## config.mk

```make
export PLATFORM = sky130hd
export DESIGN_NAME = final_fpga_cpu_oci_dct_packer
export DESIGN_NICKNAME = d
export VERILOG_FILES = /design/src/rtl/final_fpga_cpu_oci_dct_packer.sv
export SDC_FILE = /design/constraint.sdc
export NUM_CORES = 1
export LEC_CHECK = 0
export ABC_CLOCK_PERIOD_IN_PS = 4250
export CORE_ASPECT_RATIO = 1.25
export CORE_MARGIN = 3
export CORE_UTILIZATION = 50
export DETAILED_ROUTE_END_ITERATION = 16
export GPL_ROUTABILITY_DRIVEN = 0
export GPL_TIMING_DRIVEN = 0
export PLACE_DENSITY_LB_ADDON = 0.25
export SYNTH_ARGS = -nofsm -noshare
export SYNTH_HDL_FRONTEND = slang
export SYNTH_SLANG_ARGS = --single-unit
```

## constraint.sdc

```tcl
create_clock -name clk -period 4.25 [get_ports clk]
set_clock_uncertainty 0.15 [all_clocks]
set_input_delay 1.0625 -clock clk [delete_from_list [all_inputs] [get_ports clk]]
set_output_delay 1.0625 -clock clk [all_outputs]
set_load 0.05 [all_outputs]
```

## src/rtl/final_fpga_cpu_oci_dct_packer.sv

```systemverilog
// Direct-branch trace packer: shifts 2-bit taken/not-taken codes into a
// compression buffer and closes it into a 36-bit frame on the ITM handshake.
module final_fpga_cpu_oci_dct_packer #(
   parameter int DEPTH   = 15,
   parameter int SAT_MAX = 255
) (
   input  logic        clk,
   input  logic        reset,
   input  logic        trace_en,
   input  logic        dct_valid,
   input  logic        dct_taken,
   input  logic        flush,
   input  logic        itm_ready,
   output logic        itm_valid,
   output logic [35:0] itm_frame,
   output logic [29:0] dct_buffer,
   output logic [3:0]  dct_count,
   output logic [7:0]  drop_cnt
);

   typedef enum logic [1:0] {
      IDLE = 2'b00,
      FILL = 2'b01,
      PEND = 2'b10
   } state_e;

   localparam logic [3:0] DEPTH_C = 4'(DEPTH);
   localparam logic [7:0] SAT_C   = 8'(SAT_MAX);

   state_e      state_q, state_d;
   logic [29:0] buf_q, buf_d;
   logic [3:0]  cnt_q, cnt_d;
   logic        ovf_q, ovf_d;
   logic        pflush_q, pflush_d;
   logic        vld_q, vld_d;
   logic [35:0] frame_q, frame_d;
   logic [7:0]  drop_q, drop_d;

   logic        pend_s, free_s, accept_s, drop_s, close_s, load_s;
   logic [29:0] buf_nx_s;
   logic [3:0]  cnt_nx_s;

   function automatic logic [1:0] dct_code(input logic taken);
      return taken ? 2'b10 : 2'b01;
   endfunction

   function automatic logic [1:0] frame_type(input logic ovf, input logic fl);
      if (ovf) begin
         return 2'b11;
      end else if (fl) begin
         return 2'b10;
      end else begin
         return 2'b01;
      end
   endfunction

   // Next-state logic: event acceptance, close decision and output register load.
   always_comb begin
      state_d  = state_q;
      buf_d    = buf_q;
      cnt_d    = cnt_q;
      ovf_d    = ovf_q;
      pflush_d = pflush_q;
      frame_d  = frame_q;
      drop_d   = drop_q;
      load_s   = 1'b0;
      buf_nx_s = buf_q;
      cnt_nx_s = cnt_q;

      pend_s   = (state_q == PEND);
      free_s   = ~vld_q | itm_ready;
      accept_s = trace_en & dct_valid & ~pend_s;
      drop_s   = trace_en & dct_valid & pend_s;

      if (accept_s) begin
         buf_nx_s = {buf_q[27:0], dct_code(dct_taken)};
         cnt_nx_s = cnt_q + 4'd1;
      end else begin
         buf_nx_s = buf_q;
         cnt_nx_s = cnt_q;
      end
      close_s = ~pend_s & ((cnt_nx_s == DEPTH_C) | (flush & (cnt_nx_s != 4'd0)));

      if (drop_s && (drop_q != SAT_C)) begin
         drop_d = drop_q + 8'd1;
      end else begin
         drop_d = drop_q;
      end

      case (state_q)
         PEND: begin
            // Events lost while this frame waited mark it as overflowed.
            if (free_s) begin
               frame_d  = {frame_type(ovf_q | drop_s, pflush_q | flush), cnt_q, buf_q};
               load_s   = 1'b1;
               buf_d    = 30'd0;
               cnt_d    = 4'd0;
               ovf_d    = 1'b0;
               pflush_d = 1'b0;
               state_d  = IDLE;
            end else begin
               ovf_d    = ovf_q | drop_s;
               pflush_d = pflush_q | flush;
            end
         end
         IDLE, FILL: begin
            if (close_s && free_s) begin
               frame_d  = {frame_type(ovf_q, flush), cnt_nx_s, buf_nx_s};
               load_s   = 1'b1;
               buf_d    = 30'd0;
               cnt_d    = 4'd0;
               ovf_d    = 1'b0;
               pflush_d = 1'b0;
               state_d  = IDLE;
            end else if (close_s) begin
               buf_d    = buf_nx_s;
               cnt_d    = cnt_nx_s;
               pflush_d = flush;
               state_d  = PEND;
            end else begin
               buf_d    = buf_nx_s;
               cnt_d    = cnt_nx_s;
               state_d  = (cnt_nx_s != 4'd0) ? FILL : IDLE;
            end
         end
         default: begin
            state_d = IDLE;
         end
      endcase

      if (load_s) begin
         vld_d = 1'b1;
      end else if (itm_ready) begin
         vld_d = 1'b0;
      end else begin
         vld_d = vld_q;
      end
   end

   // State and output registers.
   always_ff @(posedge clk or posedge reset) begin
      if (reset) begin
         state_q  <= IDLE;
         buf_q    <= 30'd0;
         cnt_q    <= 4'd0;
         ovf_q    <= 1'b0;
         pflush_q <= 1'b0;
         vld_q    <= 1'b0;
         frame_q  <= 36'd0;
         drop_q   <= 8'd0;
      end else begin
         state_q  <= state_d;
         buf_q    <= buf_d;
         cnt_q    <= cnt_d;
         ovf_q    <= ovf_d;
         pflush_q <= pflush_d;
         vld_q    <= vld_d;
         frame_q  <= frame_d;
         drop_q   <= drop_d;
      end
   end

   assign itm_valid  = vld_q;
   assign itm_frame  = frame_q;
   assign dct_buffer = buf_q;
   assign dct_count  = cnt_q;
   assign drop_cnt   = drop_q;

endmodule

```

Word level (Yosys, flattened, before mapping):

Cells that the tools add are included.

* register bits after elaboration: 83
* input port bits: 7

* add/sub/neg operators: 2
* equality and inequality tests: 7
* muxes and demuxes: 33
* bitwise gates (word level): 11
* reductions and logical operators: 11

Operators by type and width (number)
* $mux 30: 3
* $mux 36: 2
* $pmux 36 s2: 1
* $pmux 30 s2: 1
* $mux 2: 8
* $mux 4: 3
* $mux 1: 10
* $add 8x1->8 const B: 1
* $ne 8x8->1 const B: 1
* $pmux 4 s2: 1
* $pmux 1 s2: 3
* $reduce_and 2->1: 3
* $and 1x1->1: 5
* $add 4x1->4 const B: 1
* $eq 4x4->1 const B: 1
* $or 1x1->1: 4
* $pmux 2 s2: 1
* $reduce_bool 2->1: 2
* $reduce_bool 4->1: 1
* $ne 3x3->1 const B: 1
* $reduce_and 3->1: 1
* $eq 2x1->1 const B: 1
* $eq 2x2->1 const B: 1
* $logic_and 1x1->1: 2
* 5 further kinds: 6

Logic depth before layout (Yosys ltp):

* depth after elaboration: 12
* mapped depth: 9
* gate-level depth less buffers: 7

Worst setup path after synthesis:

No wires, ideal clock.

* path type: input -> register
* start point: in trace_en
* end point: reg frame_q[1], in the netlist itm_frame[1]
* data arrival time: 2.676 ns
* data required time: 3.972 ns
* slack: 1.297 ns
* stages: 8
* buffers on the path: 2
* cell sequence: nand2_1 or4_4 nand2_1 o22ai_2 o21ai_2 buf_4 buf_6 mux2_1

* cells in the longest elaborated chain, start to end: 10
* elaborated cells between the ends (all ways): 14
* those cells by class: eq/ne (2); mux (4); bitwise (5); reduce/logical (3)

Ends and longest elaborated chain
* from (decl): line 9 `input logic trace_en,`
* $and 1x1->1 * (2 in series): line 72 `accept_s = trace_en & dct_valid & ~pend_s;`
* $mux 4: line 75 `if (accept_s) begin`
* $reduce_bool 4->1: line 82 `close_s = ~pend_s & ((cnt_nx_s == DEPTH_C) | (flush & (cnt_nx_s != 4'd0)));`
* $and 1x1->1: line 82
* $or 1x1->1: line 82
* $and 1x1->1: line 82
* $logic_and 1x1->1: line 107 `if (close_s && free_s) begin`
* $ne 2x2->1 (no line)
* $reduce_and 3->1 (no line)
* to (signal assigned): line 158 `frame_q <= frame_d;`
* to (decl): line 36 `logic [35:0] frame_q, frame_d;`

Every way passes the cells marked *; elsewhere a longest branch is shown, timed or not. The select of a mux whose other input is x is not followed.
A chain may end at the register's enable or synchronous reset.

Worst setup path in the final report:

* start point: in trace_en
* end point: reg frame_q[4], in the netlist itm_frame[4]

The elaborated chain is that of the path after synthesis.

==> results.toml <==
[final_layout]
areaGrowthSynthToFinish_pct = 31.64
final_common_cell = "nand2_1"
nets = 456
stdcell_area_mm2 = 0.005045
drive_above_1_share_pct = 15.93
final_cell_mix = "nand2_1, clkdlybuf4s50_1, dfrtp_1, mux2_2, a22o_1"
final_util_pct = 68.17
n_antenna_cell = 0
nFillCells = 593
layoutNonFillerInstCount = 544

[global_routing]
globalRouteOverflowTotal = 0
grt.total_usage_pct = 20.35
antenna_found_initial = 0
grt_pass1_wl_um = 14480
grt_pass1_vias = 2931
grt_max_degree = 51

[sta]
whs_ns = 0.3401
setup_viol = 0
worstMarginPinSlew_ns = 0.7911
fmax_mhz = 299.2
tns_ns = 0
min_period_ns = 3.342
max_slew_margin_pct = 46.90
finalHoldViolCount = 0
maxSlewViolCount = 0
finalCritPeriodShare_pct = 78.64
rsz0062_at_grt = "false"

[synthesis]
synth_top_area_share_pct = 54.20
synth_xor_area_share_pct = 2.514
yosys.area_share.simple_pct = 16.00
synth_ff_type = "dfrtp_1"
synth.avg_cell_area_um2 = 10.95
synth_adder_area_share_pct = 0.6530
synth_cell_type_count = 49
synthTopCellsByArea = "dfrtp_1, nand2_1, mux2_2, a22o_1, xnor2_1"
synth_compound_area_share_pct = 12.31
synth_mux_area_share_pct = 10.84
synth_seq_cells = 83
syn_nets = 359
synth_top_family_by_area = "simple AND/OR/NAND/NOR gates"
yosysWarnings = 0
synth_edf_count = 0
yosysTopAreaCell = "dfrtp_1"
syn_inst = 350
syn-cell-area_mm2 = 0.003832
ys_seq_area_share_pct = 54.20
async_flop_share_pct = 100.0

[critical_path]
path_class = "in2reg"
critical_path_required_ns = 4.33
r2r_start = "dct_count[0]"
r2r_setup_slack_ns = 1.43
cp-end-kind = "register"
rr_endpoint = "itm_frame[4]"
crit_path_start_kind = "input pin"
rr_worst_depth = 8
crit_arrival_ns = 3.42
path_max_fanout = 10

[power]
vdd_drop_max_uv = 361.0
power_density_mw_per_mm2 = 534.5
leakagePower_uw = 0.002409

[clocking]
cts_resized = 0
cts_setup_buffers = 0
cts_buffer_depth = 2
cts_sinks = 83
cts_tree = "done"
path_clk_slew_ns = 0.08
cts_made_buffers = 9
cts_root_buf = "clkbuf_8"
ctsHoldBuffers = 0
htree_levels = 3
insertion_delay_ns = 0.34

[run]
cap_violations = 0

[status]
outcome = "finished, final reports clean"

[detailed_routing]
postRouteWirelength_um = 8451
drtIter0Drc = 167
post_drt_wl_per_cell_um = 15.53
drtAntennaViolNets = 0
via_per_inst = 5.324
drc = 0
dr.pass1.iters = 4
vias = 2896

[placed_design]
placed_cell_area_mm2 = 0.004828
portBuffers = 85
dp.cells = 528
hpwl_um = 6048

[die]
die_w_um = 84.31
start_util_pct = 51.78
die_height_um = 103.9
num_io_pins = 86
die_area_mm2 = 0.008758
rows = 35
core_area_mm2 = 0.007401

[worst_hold_path]
min_path_type = "reg2reg"
hold_depth = 1
worstHoldEndpoint = "drop_cnt[6]"
min_from = "drop_cnt[6]"
==> critical path, stage by stage <==
cell and delay, ns:
clkdlybuf4s50_1 0.47, nand2_1 0.20, or4_4 0.59, nand2_1 0.09, o22ai_2 0.09, o21ai_2 0.18, buf_4 0.23, buf_6 0.17
mux2_1 0.33
==> kinds of logic after synthesis <==
logic type | after synthesis
compound gates | 54
xor+xnor | 11
fa+ha+maj | 2
buf+inv | 22
flops | 83
mux | 37
simple gates | 141
==> sequential cells by signal (all words and copies together) (netlist names) <==
name,flops
drop_cnt,8
dct_count,4
pflush_q,1
itm_valid,1
ovf_q,1
itm_frame,36
state_q,2
dct_buffer,30
==> worst max path at each step <==
stage          startpoint       endpoint  cells after the start
6_report         trace_en   itm_frame[4]                      9
5_1_grt         dct_valid   itm_frame[4]                      9
4_1_cts          trace_en   itm_frame[4]                      9
3_5_place_dp     trace_en   itm_frame[4]                      9
3_3_place_gp        reset    drop_cnt[0]                      2
2_1_floorplan       reset  dct_buffer[0]                      1
==> through the flow <==
step	power [µW]	setup slack, ns
floorplan	1775	0.9007
global placement	2089	-0.3866
detailed placement	2102	0.5252
CTS	2720	0.8975
global route	2833	0.7937
finish	2697	0.9077
==> where the power goes <==
| part | internal, µW | switching [µW] |
|---|---|---|
| Sequential | 890 | 99.5 |
| Combinational | 404 | 688 |
| Clock | 332 | 284 |
==> final cells by class <==
cell class	instances	area (µm²)	share of cell area, %
flip-flops and latches	83	2077	41.17
multi-input cells	245	1622	32.14
repair buffers	86	878.3	17.41
clock buffers	10	127.6	2.530
plain buffers	18	118.9	2.356
well taps	92	115.1	2.282
clock inverters	6	88.84	1.761
inverters	4	17.52	0.3472
==> synth_stat cells (2+ instances only) <==
| master | instances |
|---|---|
| o2bb2ai_1 | 2 |
| and2_1 | 3 |
| inv_1 | 4 |
| nand4_1 | 3 |
| a22o_1 | 28 |
| mux2_1 | 6 |
| nor4_1 | 2 |
| buf_6 | 5 |
| dfrtp_1 | 83 |
| xor2_1 | 2 |
| and3_1 | 3 |
| nor2_1 | 8 |
| o21ai_0 | 5 |
| a21oi_1 | 5 |
| nor3_1 | 3 |
| nand2_1 | 107 |
| buf_2 | 5 |
| ha_1 | 2 |
| nand2b_1 | 2 |
| xnor2_1 | 9 |
| mux2_2 | 30 |
| clkbuf_1 | 6 |
==> per-layer routing <==
layer	track usage [%]	part of all wire, %	up-vias
li1	-	-	1406
met1	26.77	43	1413
met2	34.14	52	65
met3	3.487	3.7	12
met4	6.552	1.3	0
met5	0	0	-
Note: power is estimated with default switching activity, not from simulation.
